**src/rtl/tap_sum_pkg.sv**
```systemverilog
// Shared widths, types and the tap multiply helper for the tap_sum_pipe block.
package tap_sum_pkg;

    localparam int TAP_N      = 4;
    localparam int DATA_W     = 8;
    localparam int COEF_W     = 8;
    localparam int PROD_W     = 17;
    localparam int PSUM_W     = 18;
    localparam int FULL_W     = 19;
    localparam int FILL_DEPTH = 64;
    localparam int FILL_W     = 7;

    typedef logic signed [COEF_W-1:0] coef_t;
    typedef logic signed [PROD_W-1:0] prod_t;
    typedef logic signed [PSUM_W-1:0] psum_t;
    typedef logic signed [FULL_W-1:0] full_t;

    // Unsigned tap times signed coefficient; 9-bit x 8-bit signed always fits in 17 bits.
    function automatic prod_t tap_mul(input logic [DATA_W-1:0] tap, input coef_t c);
        prod_t a;
        prod_t b;
        a = prod_t'({1'b0, tap});
        b = prod_t'(c);
        return a * b;
    endfunction

endpackage

```
**src/rtl/tap_sum_tree.sv**
```systemverilog
// Registered stage-2/stage-3 adder tree with valid pipeline and output resize.
// Build option: define SUM_SAT_EN to clamp the sum to OUT_W bits instead of wrapping.
module tap_sum_tree
    import tap_sum_pkg::*;
#(
    parameter int OUT_W = 19
) (
    input  logic               clk,
    input  logic               rst,
    input  logic               v1,
    input  prod_t              prod [TAP_N],
    output logic signed [OUT_W-1:0] sum,
    output logic               sum_valid,
    output logic               sat
);

    psum_t psum [2];
    full_t full;
    logic  v2;
    logic  clip;
    logic signed [OUT_W-1:0] sum_next;

    // NOTE: datapath registers carry no reset; the valid bits alone qualify them.
    always_ff @(posedge clk) begin
        if (v1) begin
            psum[0] <= psum_t'(prod[0]) + psum_t'(prod[1]);
            psum[1] <= psum_t'(prod[2]) + psum_t'(prod[3]);
        end
    end

    assign full = full_t'(psum[0]) + full_t'(psum[1]);

`ifdef SUM_SAT_EN
    localparam full_t SUM_MAX = full_t'((2 ** (OUT_W - 1)) - 1);
    localparam full_t SUM_MIN = full_t'(-(2 ** (OUT_W - 1)));

    always_comb begin
        clip     = 1'b0;
        sum_next = full[OUT_W-1:0];
        if (full > SUM_MAX) begin
            clip     = 1'b1;
            sum_next = SUM_MAX[OUT_W-1:0];
        end else if (full < SUM_MIN) begin
            clip     = 1'b1;
            sum_next = SUM_MIN[OUT_W-1:0];
        end
    end
`else
    assign clip     = 1'b0;
    assign sum_next = full[OUT_W-1:0];
`endif

    always_ff @(posedge clk) begin
        if (rst) begin
            v2        <= 1'b0;
            sum_valid <= 1'b0;
            sat       <= 1'b0;
            sum       <= '0;
        end else begin
            v2        <= v1;
            sum_valid <= v2;
            sat       <= v2 & clip;
            if (v2) begin
                sum <= sum_next;
            end
        end
    end

endmodule

```
**src/rtl/tap_sum_pipe.sv**
```systemverilog
// Weighted sum of the four taps of the 8x64 line, one result per primed shift.
// Build option: SUM_SAT_EN selects clamping (with sat flag) instead of wrapping.
module tap_sum_pipe
    import tap_sum_pkg::*;
#(
    parameter coef_t COEF0 = 8'sd1,
    parameter coef_t COEF1 = 8'sd1,
    parameter coef_t COEF2 = 8'sd1,
    parameter coef_t COEF3 = 8'sd1,
    parameter int    OUT_W = 19
) (
    input  logic               clk,
    input  logic               rst,
    input  logic               shift,
    input  logic [7:0]         tap_one,
    input  logic [7:0]         tap_two,
    input  logic [7:0]         tap_three,
    input  logic [7:0]         tap_out,
    input  logic               coef_wr,
    input  logic [1:0]         coef_addr,
    input  logic [7:0]         coef_data,
    output logic signed [OUT_W-1:0] sum,
    output logic               sum_valid,
    output logic               filled,
    output logic               sat
);

    logic [FILL_W-1:0] fill_cnt;
    logic              shift_d;
    logic              primed_d;
    logic              v1;
    coef_t             coef [TAP_N];
    prod_t             prod [TAP_N];
    logic [DATA_W-1:0] taps [TAP_N];

    assign taps   = '{tap_one, tap_two, tap_three, tap_out};
    assign filled = (fill_cnt == FILL_W'(FILL_DEPTH));

    // The line's taps settle one cycle after shift, so capture is keyed off shift_d.
    always_ff @(posedge clk) begin
        if (rst) begin
            shift_d  <= 1'b0;
            primed_d <= 1'b0;
            v1       <= 1'b0;
            fill_cnt <= '0;
            coef[0]  <= COEF0;
            coef[1]  <= COEF1;
            coef[2]  <= COEF2;
            coef[3]  <= COEF3;
        end else begin
            shift_d  <= shift;
            primed_d <= shift && (fill_cnt >= FILL_W'(FILL_DEPTH - 1));
            v1       <= shift_d & primed_d;
            if (shift && !filled) begin
                fill_cnt <= fill_cnt + FILL_W'(1);
            end
            if (coef_wr) begin
                coef[coef_addr] <= coef_data;
            end
        end
    end

    always_ff @(posedge clk) begin
        if (shift_d) begin
            for (int i = 0; i < TAP_N; i++) begin
                prod[i] <= tap_mul(taps[i], coef[i]);
            end
        end
    end

    tap_sum_tree #(
        .OUT_W(OUT_W)
    ) u_tree (
        .clk      (clk),
        .rst      (rst),
        .v1       (v1),
        .prod     (prod),
        .sum      (sum),
        .sum_valid(sum_valid),
        .sat      (sat)
    );

endmodule

```
**config.mk**
```make
export PLATFORM = sky130hd
export DESIGN_NAME = tap_sum_pipe
export DESIGN_NICKNAME = d
export VERILOG_FILES = /design/src/rtl/tap_sum_pkg.sv /design/src/rtl/tap_sum_tree.sv /design/src/rtl/tap_sum_pipe.sv
export SDC_FILE = /design/constraint.sdc
export NUM_CORES = 1
export LEC_CHECK = 0
export CAP_MARGIN = 0
export CORE_MARGIN = 3
export CORE_UTILIZATION = 60
export CTS_CLUSTER_SIZE = 20
export DETAILED_ROUTE_END_ITERATION = 12
export GPL_TIMING_DRIVEN = 0
export PLACE_DENSITY = 0.86
export SYNTH_ARGS = -nofsm -noshare
export SYNTH_HDL_FRONTEND = slang
export SYNTH_HIERARCHICAL = 1
export SYNTH_SLANG_ARGS = --single-unit
```
**constraint.sdc**
```tcl
create_clock -name clk -period 8.8 [get_ports clk]
set_input_delay 0.88 -clock clk [delete_from_list [all_inputs] [get_ports clk]]
set_output_delay 0.88 -clock clk [all_outputs]
set_load 0.01 [all_outputs]
```
==> results of run 1 <==
[logic make-up (layout without fill, tap and decap cells)]
| family | count (synthesis) | count (layout) |
|---|---|---|
| other cells | 1 | 1 |
| buf+inv | 280 | 377 |
| mux | 8 | 8 |
| xor+xnor | 76 | 76 |
| flops | 167 | 167 |
| compound gates | 266 | 266 |
| fa+ha+maj | 377 | 377 |
| simple gates | 552 | 552 |
[where the power goes]
group	switching [W]	internal, W
clock	0.000321	0.000419
sequential	0.0000714	0.00111
combinational	0.00153	0.00110
[synthesized netlist by cell type (14+ instances only)]
master	n
a211oi_1	16
a21o_1	22
a21oi_1	64
and2_1	191
and3_1	14
dfxtp_1	31
edfxtp_1	136
fa_1	151
ha_1	226
inv_1	262
nand2_1	122
nand2b_1	30
nor2_1	104
nor2b_1	15
nor3_1	23
o21a_1	18
o21ai_0	46
o21ai_1	16
xnor2_1	51
xor2_1	25
[metrics by stage]
stage / utilization / power (W) / setup slack (ps) / cell area, µm²
after global routing: 0.672 / 0.00495 / 3350 / 18800
after CTS: 0.672 / 0.00455 / 3620 / 18800
after detailed placement: 0.651 / 0.00378 / 3190 / 18200
after global placement: 0.651 / 0.00365 / 3250 / 18200
final: 0.672 / 0.00456 / 3590 / 18800
after floorplan: - / 0.00317 / 4070 / 17100
[registers in the layout, indices dropped and copies added, names as in the netlist]
| name | cells |
|---|---|
| coef | 32 |
| fill_cnt | 7 |
| primed_d | 1 |
| prod | 68 |
| shift_d | 1 |
| u_tree/psum | 36 |
| u_tree/sum | 19 |
| u_tree/sum_valid | 1 |
| u_tree/v2 | 1 |
| v1 | 1 |
[per-layer routing]
metal	GRT usage	wire length, µm	vias up
li1	-	-	5997
met4	0.0771	1040	0
met2	0.410	17400	435
met1	0.326	15400	6168
met5	0	0	-
met3	0.0474	2340	78
[worst max-delay path by stage]
| stage | startpoint | to | slack, ps | cells after the start |
|---|---|---|---|---|
| after floorplan | tap_out[0] | prod[15]$_DFFE_PP_ | 4070 | 14 |
| after global placement | tap_out[0] | prod[15]$_DFFE_PP_ | 3250 | 15 |
| after detailed placement | tap_out[0] | prod[15]$_DFFE_PP_ | 3190 | 15 |
| after CTS | tap_out[0] | prod[15]$_DFFE_PP_ | 3620 | 15 |
| after global routing | tap_one[2] | prod[65]$_DFFE_PP_ | 3350 | 14 |
| final | tap_out[0] | prod[15]$_DFFE_PP_ | 3590 | 15 |
[worst max-delay path: stages]
cell and delay, ps:
clkdlybuf4s50_1 530, nand2b_1 220, fa_1 520, fa_1 550, inv_1 60, fa_1 530, inv_1 60, fa_1 540
inv_1 60, ha_1 360, and3_1 190, a311oi_1 310, a21oi_1 190, a311oi_2 300, xnor2_1 110
[area by class of cell]
| class | instances | area (µm²) |
|---|---|---|
| Multi-Input combinational cell | 1280 | 11300 |
| Fill cell | 2089 | 9170 |
| Sequential cell | 167 | 4710 |
| Inverter | 263 | 987 |
| Timing Repair Buffer | 66 | 661 |
| Tap cell | 378 | 473 |
| Clock buffer | 17 | 425 |
| Clock inverter | 14 | 149 |
| Buffer | 17 | 85.1 |
==> metrics.txt, run 1 <==
status completed; dominant cell type by area after synthesis edfxtp_1; # H-tree levels 4; Final Hold Fails 0; Worst-Margin Slew 1210 ps; # IOs 68; Worst Hold Path EP v1$_SDFF_PP0_; Post-Syn Area per Cell 9.88 µm²; die height 175 µm; total gr overflow 0; crit path launch type primary input; Sink Count 167; DRC 0; crit share post-route 0.592; Rows 61; post-synthesis sequential area ratio 0.276; maximum clock frequency 0.192 GHz; Core Box Area 27,900 µm²; Via density 5.76; CTS tree done; Yosys cell types 75; total wire length 36,200 µm; most common flop cell mapped by yosys edfxtp_1; post-synthesis simple-gate area fraction 0.169; vias in the first global route 13,000; GRT Total Usage 0.245; gpl congestion 0.907; Reg clk slew, reported paths 60 ps; layout cell share with drive strength beyond 1 0.0340; CP arrival 5390 ps; most frequent cells in the layout inv_1, ha_1, and2_1; Die W 175 µm; Synth Area in Adders 0.343; Port Buffers 66; Post-CTS Setup Inserts 0; Req. time, crit path 8980 ps; number of flops mapped to enable cells by yosys 136; post-route ant nets 0; dpl cells 2,171; CP max FO 8; initial core utilization 0.611; setup_tns 0 ps; skew final 13.2 ps; largest family of logic cells by synthesized area adder cells; Max VDD drop 163 µV; initial antenna violation count 0; largest net degree at the start of global routing 70; DR vias 12,700; worst skew pair latency 440 ps; Root Buffer clkbuf_16; Max Transition Viols Final 0; RSZ-0062 raised after global routing false; # diodes 0; hold crit path type register to register; XOR/XNOR Fraction of Synth Area 0.0390; number of hold buffers added after CTS 0; YS warnings 6; Hold Path Stages 2; Tmin final 5210 ps; Synth Instances 1,727; critical path type primary input to register; DR WL/cell 16.4 µm; Bufs on Longest Clock Path 2; Detailed Route Iter0 Violations 1,019; total CTS buffers 17; commonest non-fill, non-tap cell in the layout inv_1; hold_ws 410 ps; mux cell area share after synthesis 0.00477; Worst R2R Start coef[3][7]$_DFFE_PP_; DP HPWL 28,600 µm; PD cells 243 nW/µm²; max cap viols 0; Pleak 8.51 nW; syn nets 2,150; Reg2Reg Setup Slack 3950 ps; first-pass GRT wire length 61,100 µm; kind of end point of the critical path register; Hold Crit Start primed_d$_SDFF_PP0_; Synth Area in Compound Gates 0.105; cells on worst reg2reg path 14; Yosys top cell area share 0.239; Worst slew margin 0.189; DIE AREA 30,500 µm²; RR Endpoint prod[15]$_DFFE_PP_; Syn Std Cell Area 17,100 µm²; Area contributors post-synth edfxtp_1, fa_1, ha_1; number of gates resized after cts 0; # setup viols final 0; synthesis-to-layout area growth 10.0%; NumNets Final 2,235; Async S/R FF share, synth 0; TritonRoute pass-1 iters 5; Seq cells post-synth 167; Finished Layout Cells 2,202
No activity file was read; power rests on OpenSTA's default activity.
==> run 2: changes to the inputs <==
==> constraint.sdc (replaced) <==
create_clock -name clk -period 5.07 [get_ports clk]
set_input_delay 0.507 -clock clk [delete_from_list [all_inputs] [get_ports clk]]
set_output_delay 0.507 -clock clk [all_outputs]
set_load 0.01 [all_outputs]
==> metrics.txt, run 2 (synthesis gave the netlist of run 1 again) <==
DIE AREA 30,500 µm²; status complete, but fails checks; RSZ-0062 raised after global routing false; # diodes 0; register area 4710 µm²; worst skew pair latency 440 ps; hold_ws 412 ps; DR vias 12,700; met3 usage 0.0474; Die W 175 µm; total wire length 36,100 µm; placed inst area 18,200 µm²; first-pass GRT wire length 61,100 µm; initial core utilization 0.611; Via density 5.77; Bufs on Longest Clock Path 2; DRC 1; biggest regs prod: 68 flops, u_tree/psum: 36 flops, coef: 32 flops; Top reg by flops prod; synthesis-to-layout area growth 10.1%; initial antenna violation count 0; layout cell share with drive strength beyond 1 0.0345; Worst slew margin 0.188; largest net degree at the start of global routing 70; setup_tns 0 ps; DP HPWL 28,600 µm; hold crit path type register to register; max cap viols 0; Reg clk slew, reported paths 70 ps; critical path's largest stage delay 570 ps; GRT Total Usage 0.245; GR Layer Usage met1 0.326; Final Hold Fails 0; CTS tree done; Max Transition Viols Final 0; vias in the first global route 13,000; Req. time, crit path 5260 ps; CP Cell Sequence clkdlybuf4s50_1 -> nand2b_1 -> fa_1 -> fa_1 -> inv_1 -> fa_1 -> inv_1 -> fa_1 -> inv_1 -> ha_1 -> o21ai_1 -> o21ai_1 -> a31oi_2 -> nor4b_1 -> a311o_1; CP max FO 8; crit path launch type primary input; Port Buffers 66; Root Buffer clkbuf_16; maximum clock frequency 0.206 GHz; Worst-Margin Slew 1220 ps; # IOs 68; post-layout util 0.672; grt peak-use layer met2; Sink Count 167; critical path type primary input to register; post-route ant nets 0; CP max stage cell clkdlybuf4s50_1; gpl congestion 0.907; grt met2 use 0.410; # H-tree levels 4; max reg flops 68; total CTS buffers 17; post-route cell area 18,800 µm²; top cell family by delay on the critical path adder cells; DR WL/cell 16.4 µm; most frequent cells in the layout inv_1, ha_1, and2_1; Max VDD drop 282 µV; Core Box Area 27,900 µm²; failing checks design-rule violations; most used cell, CP fa_1; PD cells 422 nW/µm²; filler instances 2,089; die height 175 µm; CP arrival 5030 ps; Pleak 8.51 nW; kind of end point of the critical path register; skew final 12.4 ps; area of the multi-input gates 11,300 µm²; Rows 61; Tmin final 4840 ps; CP Buf/Inv Count 4; Detailed Route Iter0 Violations 1,050; NumNets Final 2,235; crit share post-route 0.955; commonest non-fill, non-tap cell in the layout inv_1; # setup viols final 0; total gr overflow 0; TritonRoute pass-1 iters 10
==> run 2: cell counts in the layout (fill, tap and decap cells not counted) <==
Identical to the previous run, type by type.
==> run 2: metal layers <==
layer,vias up,wire length [µm],share of wire
li1,5991,-,-
met1,6187,15300,0.42
met2,456,17500,0.48
met3,72,2350,0.065
met4,0,989,0.027
met5,-,0,0
==> run 2: layout make-up <==
type	instances	area share
timing repair buffer	66	0.0352
multi-input combinational	1280	0.601
inverter	263	0.0526
tap	378	0.0252
clock buffer	17	0.0227
clock inverter	14	0.00793
buffer	17	0.00453
sequential	167	0.251
==> run 2: worst register-to-register path, delay by kind of cell, from the launching register on <==
kind / cells / cell delay [ps]
buf+inv: 3 / 370
simple gates: 2 / 330
fa+ha+maj: 5 / 2480
xor+xnor: 1 / 110
compound gates: 3 / 790
flops: 1 / 500
==> run 2: path summary, 6_finish.rpt <==
kind / start / cells after the start / slack (ps) / end
max: tap_one[0] / 15 / 230 / prod[64]$_DFFE_PP_
min reg2reg: primed_d$_SDFF_PP0_ / 2 / 410 / v1$_SDFF_PP0_
min: primed_d$_SDFF_PP0_ / 2 / 410 / v1$_SDFF_PP0_
max reg2reg: coef[3][7]$_DFFE_PP_ / 14 / 230 / prod[15]$_DFFE_PP_
==> run 2: per-stage QoR <==
| step | total power, W | cells | setup WS (ps) |
|---|---|---|---|
| final | 0.00792 | 2202 | 226 |
| after global routing | 0.00859 | 2202 | 34.4 |
| after CTS | 0.00789 | 2202 | 251 |
| after detailed placement | 0.00655 | 2171 | -167 |
| after global placement | 0.00634 | 2171 | -106 |
| after floorplan | 0.00550 | 1727 | 711 |
==> run 2: what timing repair did <==
action / in CTS / in global routing
endpoints found under the setup margin: 0 / 1
resized for setup: 0 / 1
hold buffers: 0 / 0
setup buffers: 0 / 0
==> run 2: report_power, final <==
group	total [W]	internal (W)	switching, W
registers	0.00206	0.00194	0.000125
logic	0.00458	0.00192	0.00266
clock network	0.00129	0.000728	0.000558
